==> src/rtl/cla_pipe_adder_pkg.sv <==
// rtl/cla_pipe_adder_pkg.sv - shared sizing helpers, stage record and lookahead carry function
package cla_pkg;

    localparam int LA_MAX = 64;

    function automatic int stage_width(input int width, input int stages);
        return width / stages;
    endfunction

    function automatic int groups_per_stage(input int width, input int stages, input int group);
        return width / (stages * group);
    endfunction

    typedef struct packed {
        logic valid;
        logic sub;
        logic carry;
    } stage_ctl_t;

    // Flat sum-of-products carry into position n: no term depends on an earlier carry.
    function automatic logic la_carry(input logic [LA_MAX-1:0] g, input logic [LA_MAX-1:0] p,
                                      input logic c0, input int n);
        logic res;
        logic pr;
        res = 1'b0;
        pr  = 1'b1;
        for (int i = LA_MAX - 1; i >= 0; i--) begin
            if (i < n) begin
                res = res | (pr & g[i]);
                pr  = pr & p[i];
            end
        end
        return res | (pr & c0);
    endfunction

endpackage

==> src/rtl/cla_pipe_adder_if.sv <==
// rtl/cla_pipe_adder_if.sv - operand/result handshake bundle for cla_pipe_adder
interface cla_pipe_adder_if #(
    parameter int WIDTH = 64
);
    logic             in_valid;
    logic             in_ready;
    logic [WIDTH-1:0] op1;
    logic [WIDTH-1:0] op2;
    logic             cin;
    logic             sub;
    logic             out_valid;
    logic             out_ready;
    logic [WIDTH-1:0] sum;
    logic             crout;
    logic             ovf;

    modport master (
        output in_valid, op1, op2, cin, sub, out_ready,
        input  in_ready, out_valid, sum, crout, ovf
    );

    modport slave (
        input  in_valid, op1, op2, cin, sub, out_ready,
        output in_ready, out_valid, sum, crout, ovf
    );
endinterface

==> src/rtl/cla_pipe_adder_group.sv <==
// rtl/cla_pipe_adder_group.sv - GROUP-bit lookahead cell producing sum and group P/G
module cla_group
    import cla_pkg::*;
#(
    parameter int GROUP = 4
) (
    input  logic [GROUP-1:0] a,
    input  logic [GROUP-1:0] b,
    input  logic             c_in,
    output logic [GROUP-1:0] sum,
    output logic             gp,
    output logic             gg
);
    logic [GROUP-1:0]  p;
    logic [GROUP-1:0]  g;
    logic [LA_MAX-1:0] p_x;
    logic [LA_MAX-1:0] g_x;

    assign p   = a ^ b;
    assign g   = a & b;
    assign p_x = LA_MAX'(p);
    assign g_x = LA_MAX'(g);

    // Group P/G kept apart from the sum logic so they never depend on c_in.
    assign gp = &p;
    assign gg = la_carry(g_x, p_x, 1'b0, GROUP);

    always_comb begin
        sum = '0;
        for (int i = 0; i < GROUP; i++) begin
            sum[i] = p[i] ^ la_carry(g_x, p_x, c_in, i);
        end
    end
endmodule

==> src/rtl/cla_pipe_adder.sv <==
// rtl/cla_pipe_adder.sv - pipelined carry-lookahead adder/subtractor with valid/ready handshake
module cla_pipe_adder
    import cla_pkg::*;
#(
    parameter int WIDTH  = 64,
    parameter int STAGES = 2,
    parameter int GROUP  = 4
) (
    input  logic             clock,
    input  logic             reset,
    cla_pipe_adder_if.slave  bus
);
    localparam int SW = stage_width(WIDTH, STAGES);
    localparam int NG = groups_per_stage(WIDTH, STAGES, GROUP);

    typedef struct packed {
        stage_ctl_t       ctl;
        logic [WIDTH-1:0] a;
        logic [WIDTH-1:0] b;
        logic [WIDTH-1:0] s;
    } stage_t;

    stage_t entry;
    stage_t cur [STAGES];
    stage_t nxt [STAGES];
    stage_t r   [STAGES];

    logic [STAGES-1:0][NG-1:0] gp;
    logic [STAGES-1:0][NG-1:0] gg;
    logic [STAGES-1:0][NG:0]   gc;
    logic [STAGES-1:0][SW-1:0] ssum;
    logic                      stall;
    logic                      ovf_nxt;
    logic                      ovf_r;

    assign stall        = r[STAGES-1].ctl.valid & ~bus.out_ready;
    assign bus.in_ready = ~stall;

    // B is inverted once at entry; the effective carry-in folds in the borrow sense.
    always_comb begin
        entry           = '0;
        entry.ctl.valid = bus.in_valid;
        entry.ctl.sub   = bus.sub;
        entry.ctl.carry = bus.cin ^ bus.sub;
        entry.a         = bus.op1;
        entry.b         = bus.sub ? ~bus.op2 : bus.op2;
    end

    always_comb begin
        for (int k = 0; k < STAGES; k++) begin
            if (k == 0) cur[k] = entry;
            else        cur[k] = r[k-1];
        end
    end

    for (genvar k = 0; k < STAGES; k++) begin : g_stage
        for (genvar j = 0; j < NG; j++) begin : g_grp
            cla_group #(.GROUP(GROUP)) u_grp (
                .a    (cur[k].a[k*SW + j*GROUP +: GROUP]),
                .b    (cur[k].b[k*SW + j*GROUP +: GROUP]),
                .c_in (gc[k][j]),
                .sum  (ssum[k][j*GROUP +: GROUP]),
                .gp   (gp[k][j]),
                .gg   (gg[k][j])
            );
        end
    end

    // Second-level lookahead: every group carry straight from group P/G and the stage carry-in.
    always_comb begin
        gc = '0;
        for (int k = 0; k < STAGES; k++) begin
            for (int jj = 0; jj <= NG; jj++) begin
                gc[k][jj] = la_carry(LA_MAX'(gg[k]), LA_MAX'(gp[k]), cur[k].ctl.carry, jj);
            end
        end
    end

    always_comb begin
        for (int k = 0; k < STAGES; k++) begin
            nxt[k]               = cur[k];
            nxt[k].s[k*SW +: SW] = ssum[k];
            nxt[k].ctl.carry     = gc[k][NG];
        end
    end

    assign ovf_nxt = (cur[STAGES-1].a[WIDTH-1] == cur[STAGES-1].b[WIDTH-1]) &&
                     (nxt[STAGES-1].s[WIDTH-1] != cur[STAGES-1].a[WIDTH-1]);

    always_ff @(posedge clock or negedge reset) begin
        if (!reset) begin
            for (int k = 0; k < STAGES; k++) r[k] <= '0;
            ovf_r <= 1'b0;
        end else if (!stall) begin
            for (int k = 0; k < STAGES; k++) r[k] <= nxt[k];
            ovf_r <= ovf_nxt;
        end
    end

    assign bus.out_valid = r[STAGES-1].ctl.valid;
    assign bus.sum       = r[STAGES-1].s;
    assign bus.crout     = r[STAGES-1].ctl.carry;
    assign bus.ovf       = ovf_r;
endmodule

==> src/flat_wrapper.sv <==
// flat-port wrapper written by rule: the top's interface ports become plain ports
module cla_pipe_adder_flat import cla_pkg::*;
#(
    parameter int WIDTH  = 64,
    parameter int STAGES = 2,
    parameter int GROUP  = 4
)
  (clock, reset, bus_in_valid, bus_op1, bus_op2, bus_cin, bus_sub, bus_out_ready, bus_in_ready, bus_out_valid, bus_sum, bus_crout, bus_ovf);
  cla_pipe_adder_if #(.WIDTH(WIDTH)) bus_i ();
  input  logic clock;
  input  logic reset;
  input wire logic [$bits(bus_i.in_valid)-1:0] bus_in_valid;
  input wire logic [$bits(bus_i.op1)-1:0] bus_op1;
  input wire logic [$bits(bus_i.op2)-1:0] bus_op2;
  input wire logic [$bits(bus_i.cin)-1:0] bus_cin;
  input wire logic [$bits(bus_i.sub)-1:0] bus_sub;
  input wire logic [$bits(bus_i.out_ready)-1:0] bus_out_ready;
  output wire logic [$bits(bus_i.in_ready)-1:0] bus_in_ready;
  output wire logic [$bits(bus_i.out_valid)-1:0] bus_out_valid;
  output wire logic [$bits(bus_i.sum)-1:0] bus_sum;
  output wire logic [$bits(bus_i.crout)-1:0] bus_crout;
  output wire logic [$bits(bus_i.ovf)-1:0] bus_ovf;
  assign bus_i.in_valid = bus_in_valid;
  assign bus_i.op1 = bus_op1;
  assign bus_i.op2 = bus_op2;
  assign bus_i.cin = bus_cin;
  assign bus_i.sub = bus_sub;
  assign bus_i.out_ready = bus_out_ready;
  assign bus_in_ready = bus_i.in_ready;
  assign bus_out_valid = bus_i.out_valid;
  assign bus_sum = bus_i.sum;
  assign bus_crout = bus_i.crout;
  assign bus_ovf = bus_i.ovf;
  cla_pipe_adder #(.WIDTH(WIDTH), .STAGES(STAGES), .GROUP(GROUP)) u_core (.clock(clock), .reset(reset), .bus(bus_i));
endmodule
==> config.mk <==
export PLATFORM = sky130hd
export DESIGN_NAME = cla_pipe_adder_flat
export DESIGN_NICKNAME = d
export VERILOG_FILES = /design/src/rtl/cla_pipe_adder_pkg.sv /design/src/rtl/cla_pipe_adder_if.sv /design/src/rtl/cla_pipe_adder_group.sv /design/src/rtl/cla_pipe_adder.sv /design/src/flat_wrapper.sv
export SDC_FILE = /design/constraint.sdc
export NUM_CORES = 1
export LEC_CHECK = 0
export CAP_MARGIN = 20
export CORE_MARGIN = 2
export CORE_UTILIZATION = 45
export DETAILED_ROUTE_END_ITERATION = 12
export PLACE_DENSITY = 0.78
export RECOVER_POWER = 100
export REMOVE_ABC_BUFFERS = 1
export SLEW_MARGIN = 20
export SYNTH_ARGS = -nofsm -noshare
export SYNTH_HDL_FRONTEND = slang
export SYNTH_SLANG_ARGS = --single-unit
==> constraint.sdc <==
create_clock -name clock -period 4.6 [get_ports clock]
set_clock_uncertainty 0.05 [all_clocks]
set_input_delay 1.38 -clock clock [delete_from_list [all_inputs] [get_ports clock]]
set_output_delay 1.38 -clock clock [all_outputs]
set_load 0.1 [all_outputs]
# Yosys cells after proc, flatten, opt, wreduce, memory -nomap -nowiden
# Index checks and enable logic that the tools add are counted.
# totals
reg_bits	229
wordCells	698
inputBits	134
latchBits	0
romBits	0
ram_bits	0
n_memories	0
out_inout_bits	68
# classes
add_sub_neg	0
eq_ne	2
muxes	1
div	0
order_cmp	0
bitwise_logic	669
reduce_logical	17
mul	0
shifts	0
# op_table
cell	n
1-bit bitwise AND	353
1-bit OR	216
1-bit XOR	65
4-bit bitwise AND	16
64-bit two-way mux	1
64-bit inverter	1
4-bit AND reduction	16
4-bit XOR	16
1-bit inverter	2
1-bit == test	1
1-bit logical AND	1
1-bit inequality test	1

# Depth between registers and ports, before layout
# logic_depth
depth_word	18
depth_mapped	14
depth_no_buf	12

# Cells and area by module
# From an unflattened synthesis, not the netlist that was laid out.
# hier_totals
hier_cells	1106
area_unflattened_um2	9639.2
# by_module_without_submodules
mod	seq_area_each_um2	instances	area_per_inst_um2	cells_each
cla_pipe_adder	4129.0	1	6916.6	770
cla_group	0.0	16	170.2	21

# Worst setup path before layout
# OpenSTA, ideal clock, no wires.
# synth_timing
kind	input -> register
start	input port bus_sub
end	register, netlist name u_core.cur[31]
slack_ns	-0.493
path_stages	12
t_arrival_ns	4.974
setup_ns	0.069
n_path_buf	2
cell_sequence	clkbuf_1 -> buf_1 -> xor2_1 -> ha_1 -> nand4_2 -> or4_1 -> a211oi_2 -> nor4_1 -> a311o_1 -> o41a_1 -> or4b_1 -> nand3_1
# synth_via
elab_chain_len	17
# synth_rtl
element	line	rtl
start, declared	flat_wrapper.sv:16	input wire logic [$bits(bus_i.sub)-1:0] bus_sub;
64-bit two-way mux	cla_pipe_adder.sv:46	entry.b = bus.sub ? ~bus.op2 : bus.op2;
4-bit XOR / 4-bit bitwise AND (equally long branches)	cla_pipe_adder_group.sv:19, cla_pipe_adder_group.sv:20	
1-bit bitwise AND (on tied branches)	cla_pipe_adder_pkg.sv:29, cla_pipe_adder_pkg.sv:30	
1-bit OR, or another cell as far along	cla_pipe_adder_pkg.sv:29	res = res | (pr & g[i]);
1-bit OR / 1-bit bitwise AND (equally long branches)	cla_pipe_adder_pkg.sv:29	
1-bit OR	cla_pipe_adder_pkg.sv:29	
1-bit bitwise AND	cla_pipe_adder_pkg.sv:29	
1-bit OR (6 in series)	cla_pipe_adder_pkg.sv:29	
1-bit OR	cla_pipe_adder_pkg.sv:33	return res | (pr & c0);
1-bit bitwise AND	cla_pipe_adder_pkg.sv:33	
1-bit OR	cla_pipe_adder_pkg.sv:33	
1-bit XOR *	cla_pipe_adder_group.sv:31	sum[i] = p[i] ^ la_carry(g_x, p_x, c_in, i);
# Every way passes the cells marked *; elsewhere a longest branch is shown, timed or not.
# A chain may end at the register's enable or synchronous reset.

# Worst setup path in the final report
# layout_timing
start	input port bus_op2[14]
end	register, netlist name u_core.cur[31]
# layout_via
elab_chain_len	16
# layout_rtl
element	line	rtl
start, declared	flat_wrapper.sv:14	input wire logic [$bits(bus_i.op2)-1:0] bus_op2;
64-bit inverter	cla_pipe_adder.sv:46	
64-bit two-way mux *	cla_pipe_adder.sv:46	
4-bit bitwise AND / 4-bit XOR (equally long branches)	cla_pipe_adder_group.sv:20, cla_pipe_adder_group.sv:19	
1-bit bitwise AND (on tied branches)	cla_pipe_adder_pkg.sv:29, cla_pipe_adder_pkg.sv:30	
1-bit OR, or another cell as far along	cla_pipe_adder_pkg.sv:29	
1-bit OR / 1-bit bitwise AND (equally long branches)	cla_pipe_adder_pkg.sv:29	
1-bit OR	cla_pipe_adder_pkg.sv:29	
1-bit bitwise AND	cla_pipe_adder_pkg.sv:29	
1-bit OR (4 in series)	cla_pipe_adder_pkg.sv:29	
1-bit OR *	cla_pipe_adder_pkg.sv:33	
1-bit bitwise AND *	cla_pipe_adder_pkg.sv:33	
1-bit OR *	cla_pipe_adder_pkg.sv:33	
1-bit XOR *	cla_pipe_adder_group.sv:31	
# Marked as above.

==> results.tsv <==
stage	metric	value	unit
worst_setup_path	arrival	4.74	ns
timing	period_minus_slack	4.444	ns
global_route	grt_pass1_wl	35.56	mm
timing	holdWs	0.4071	ns
synthesis	synth_warnings	0	
power_and_ir_drop	vdd_ir_drop_max	0.0002875	V
global_route	gr-usage-all-layers	20.30	%
power_and_ir_drop	p_int	3.559	mW
timing	timing.final.ws_setup	0.1560	ns
power_and_ir_drop	seqPwrFrac	29.6	%
synthesis	yosysSeqAreaShare	44.72	%
status	violations	max-capacitance violations, max-slew violations	
cts	cts_resized	0	
synthesis	synth_area_leaders	dfrtp_1 (45%), nand2_1 (12%), ha_1 (8.7%)	
timing	finalHoldViolations	0	
worst_setup_path	required	4.90	ns
finish	drive_gt1_share	5.297	%
cts	clkTransAtPathRegs	0.06	ns
route	vias	7447	
hold_path	hold_start	u_core.bus.sum[13]	
placement	gp_congestion	0.8258	
floorplanning	rows	52	
synthesis	async_reset_ff_share	100.0	%
route	ant_nets	0	
power_and_ir_drop	p_leak	5.654	nW
global_route	antenna_found_initial	0	
worst_setup_path	path_class	in2reg	
floorplanning	io_pins	202	
cts	cts_buffers	17	
placement	dp_cells	1465	
power_and_ir_drop	pwr-share-clk	18.9	%
cts	insertion_delay	0.42	ns
flow_run	cap_viol_max_count	2	
finish	diodes	0	
cts	clock-sinks	165	
worst_setup_path	path_max_fanout	4	
floorplanning	die_width	147.2	microns
worst_setup_path	startpoint_type	input port	
power_and_ir_drop	swShare	50.04	%
timing	drv_slew	282	
worst_setup_path	cp_top_family	simple AND/OR/NAND/NOR gates	
synthesis	synth_top_area_cell	dfrtp_1	
timing	tns	0	ns
floorplanning	dieHeight	147.2	microns
route	drt-total-wl	21.18	mm
finish	finalNonFillerCells	1497	
placement	dp_hpwl	15.25	mm
floorplanning	core	20170	sq um
synthesis	synth_cell_type_count	56	
finish	area_delta_synth_final	31.82	%
floorplanning	die-area	21680	sq um
status	status	finished, violations left	
worst_setup_path	max_stage_delay	0.51	ns
worst_setup_path	crit_start	bus_op2[14]	
timing	tightest_slew	2.112	ns
global_route	grt-ovfl-total	0	
synthesis	synth.most_common_cell	nand2_1	
global_route	grt_max_degree	197	
synthesis	synth_seq_cells	165	
synthesis	synthCells	1007	
worst_setup_path	cp_cell_sequence	clkdlybuf4s50_1 -> xor2_1 -> ha_1 -> nand4_1 -> or4_1 -> a211oi_2 -> nor4_1 -> a311o_1 -> o41a_1 -> or4b_1 -> nand3_1	
worst_setup_path	r2r_start	u_core.cur[96]	
route	drc_errors	0	
finish	finish.utilization	60.34	%
placement	pre_cts_ws	-0.2460	ns
synthesis	synth.avg_cell_area	9.168	sq um
power_and_ir_drop	p_comb_share	51.5	%
power_and_ir_drop	power.switching	3.565	mW
cts	htree_levels	4	
route	post_drt_wl_per_cell	14.15	microns
finish	final_area	12170	sq um
synthesis	syn-cell-area	9233	sq um
route	drtPass1Iterations	4	
worst_setup_path	endpoint_kind	flop	
synthesis	netlist.area_leader.share	44.72	%
global_route	grt_pass1_vias	7397	
finish	fillerInstances	1751	
finish	final_nets	1428	
synthesis	synthFlopType	dfrtp_1	
power_and_ir_drop	powerDensity	585.3	nW/um^2
placement	io_buffers	201	
timing	max_freq	225.0	MHz
synthesis	synthTopCellsByCount	nand2_1 (285), dfrtp_1 (165), a21oi_1 (65)	
cts	tritoncts	yes	
synthesis	synth_edf_count	0	
cts	root_buffer	clkbuf_16	
floorplanning	start_util	45.78	%
cts	clk_path_buf_depth	2	
route	vias_per_cell	4.975	
timing	max_slew_margin	-40.78	%
cts	post-cts-setup-buffers	0	
route	first_iter_violations	237	
timing	period_share	96.61	%
power_and_ir_drop	power.total	7.124	mW
cts	cts_hold_buf	0	
hold_path	worstHoldPathType	reg2reg	
timing	rsz0062_at_grt	no	
worst_setup_path	crit_slowest_cell	or4_1	
placement	place_area	11710	sq um
timing	finalSetupViolCount	0	
worst_setup_path	cp_num_buf_inv	1	
layout by cell type (no fill, tap or decap), types with 4 or more instances in the layout:
cell type,Yosys,layout
a211oi_1,4,4
a21o_1,20,20
a21oi_1,65,65
buf_4,0,20
clkbuf_1,35,8
clkbuf_16,0,17
clkdlybuf4s50_1,0,130
dfrtp_1,165,165
dlygate4sd3_1,0,68
fa_1,16,16
ha_1,64,64
inv_1,29,29
inv_6,0,6
nand2_1,285,285
nand2b_1,5,5
nand3_1,9,9
nand4_1,5,5
nor2_1,46,46
nor3_1,11,11
o21a_1,12,12
o21ai_0,55,57
o21bai_1,7,7
o31ai_1,8,8
xnor2_1,48,48
xor2_1,55,55
worst paths after layout:
path,end,slack (ns),cells after the start
setup / recovery,u_core.cur[31],0.16,11
hold / removal,u_core.bus.sum[13],0.41,2
setup reg to reg,u_core.bus.sum[61],0.96,12
hold reg to reg,u_core.bus.sum[13],0.41,2
max in group asynchronous,u_core.bus.sum[15],1.01,2
min in group asynchronous,u_core.bus.sum[37],1.51,1
per-layer routing:
metal	vias to the layer above	global-route usage, %	routed length [microns]
li1	3786	-	-
met1	3470	26.55	9624
met2	162	34.11	10280
met3	29	4.534	963
met4	0	5.721	312
met5	-	0	0
worst min-delay path: stages (launching register included):
cell,delay (ns)
dfrtp_1,0.33
nand2_1,0.05
nand2_1,0.05
power groups by stage:
| stage | Combinational (mW) | Sequential (mW) | Clock (mW) |
|---|---|---|---|
| after floorplan | 1.05 | 3.88 | 0 |
| after global placement | 3.74 | 2.14 | 0 |
| after detailed placement | 3.79 | 2.15 | 0 |
| after CTS | 3.80 | 2.12 | 1.38 |
| after global routing | 3.91 | 2.17 | 1.44 |
| final | 3.67 | 2.11 | 1.34 |
state kept, by name, summed over array words and instances, names as in the netlist:
register	count
u_core.bus.sum	64
u_core.bus.crout	1
u_core.cur	98
u_core.bus.out_valid	1
u_core.bus.ovf	1
layout make-up:
cell class              instances  area [sq um]  area share, %
clock inverters                14         118.9         0.9767
clock buffers                  18         429.2          3.526
well taps                     270         337.8          2.776
repair buffers                232          2216          18.21
flip-flops and latches        165          4129          33.93
inverters                      30         113.9         0.9355
multi-input cells             768          4826          39.65
cells by family after synthesis:
| family | after synthesis | synth area share [%] |
|---|---|---|
| buffers and inverters | 74 | 3.008 |
| DFF | 165 | 44.72 |
| adders and majority gates | 80 | 12.14 |
| AOI/OAI and AO/OA | 199 | 13.05 |
| and+or+nand+nor | 386 | 17.31 |
| xor gates and xnor gates | 103 | 9.771 |
(Power assumes the default switching activity.)
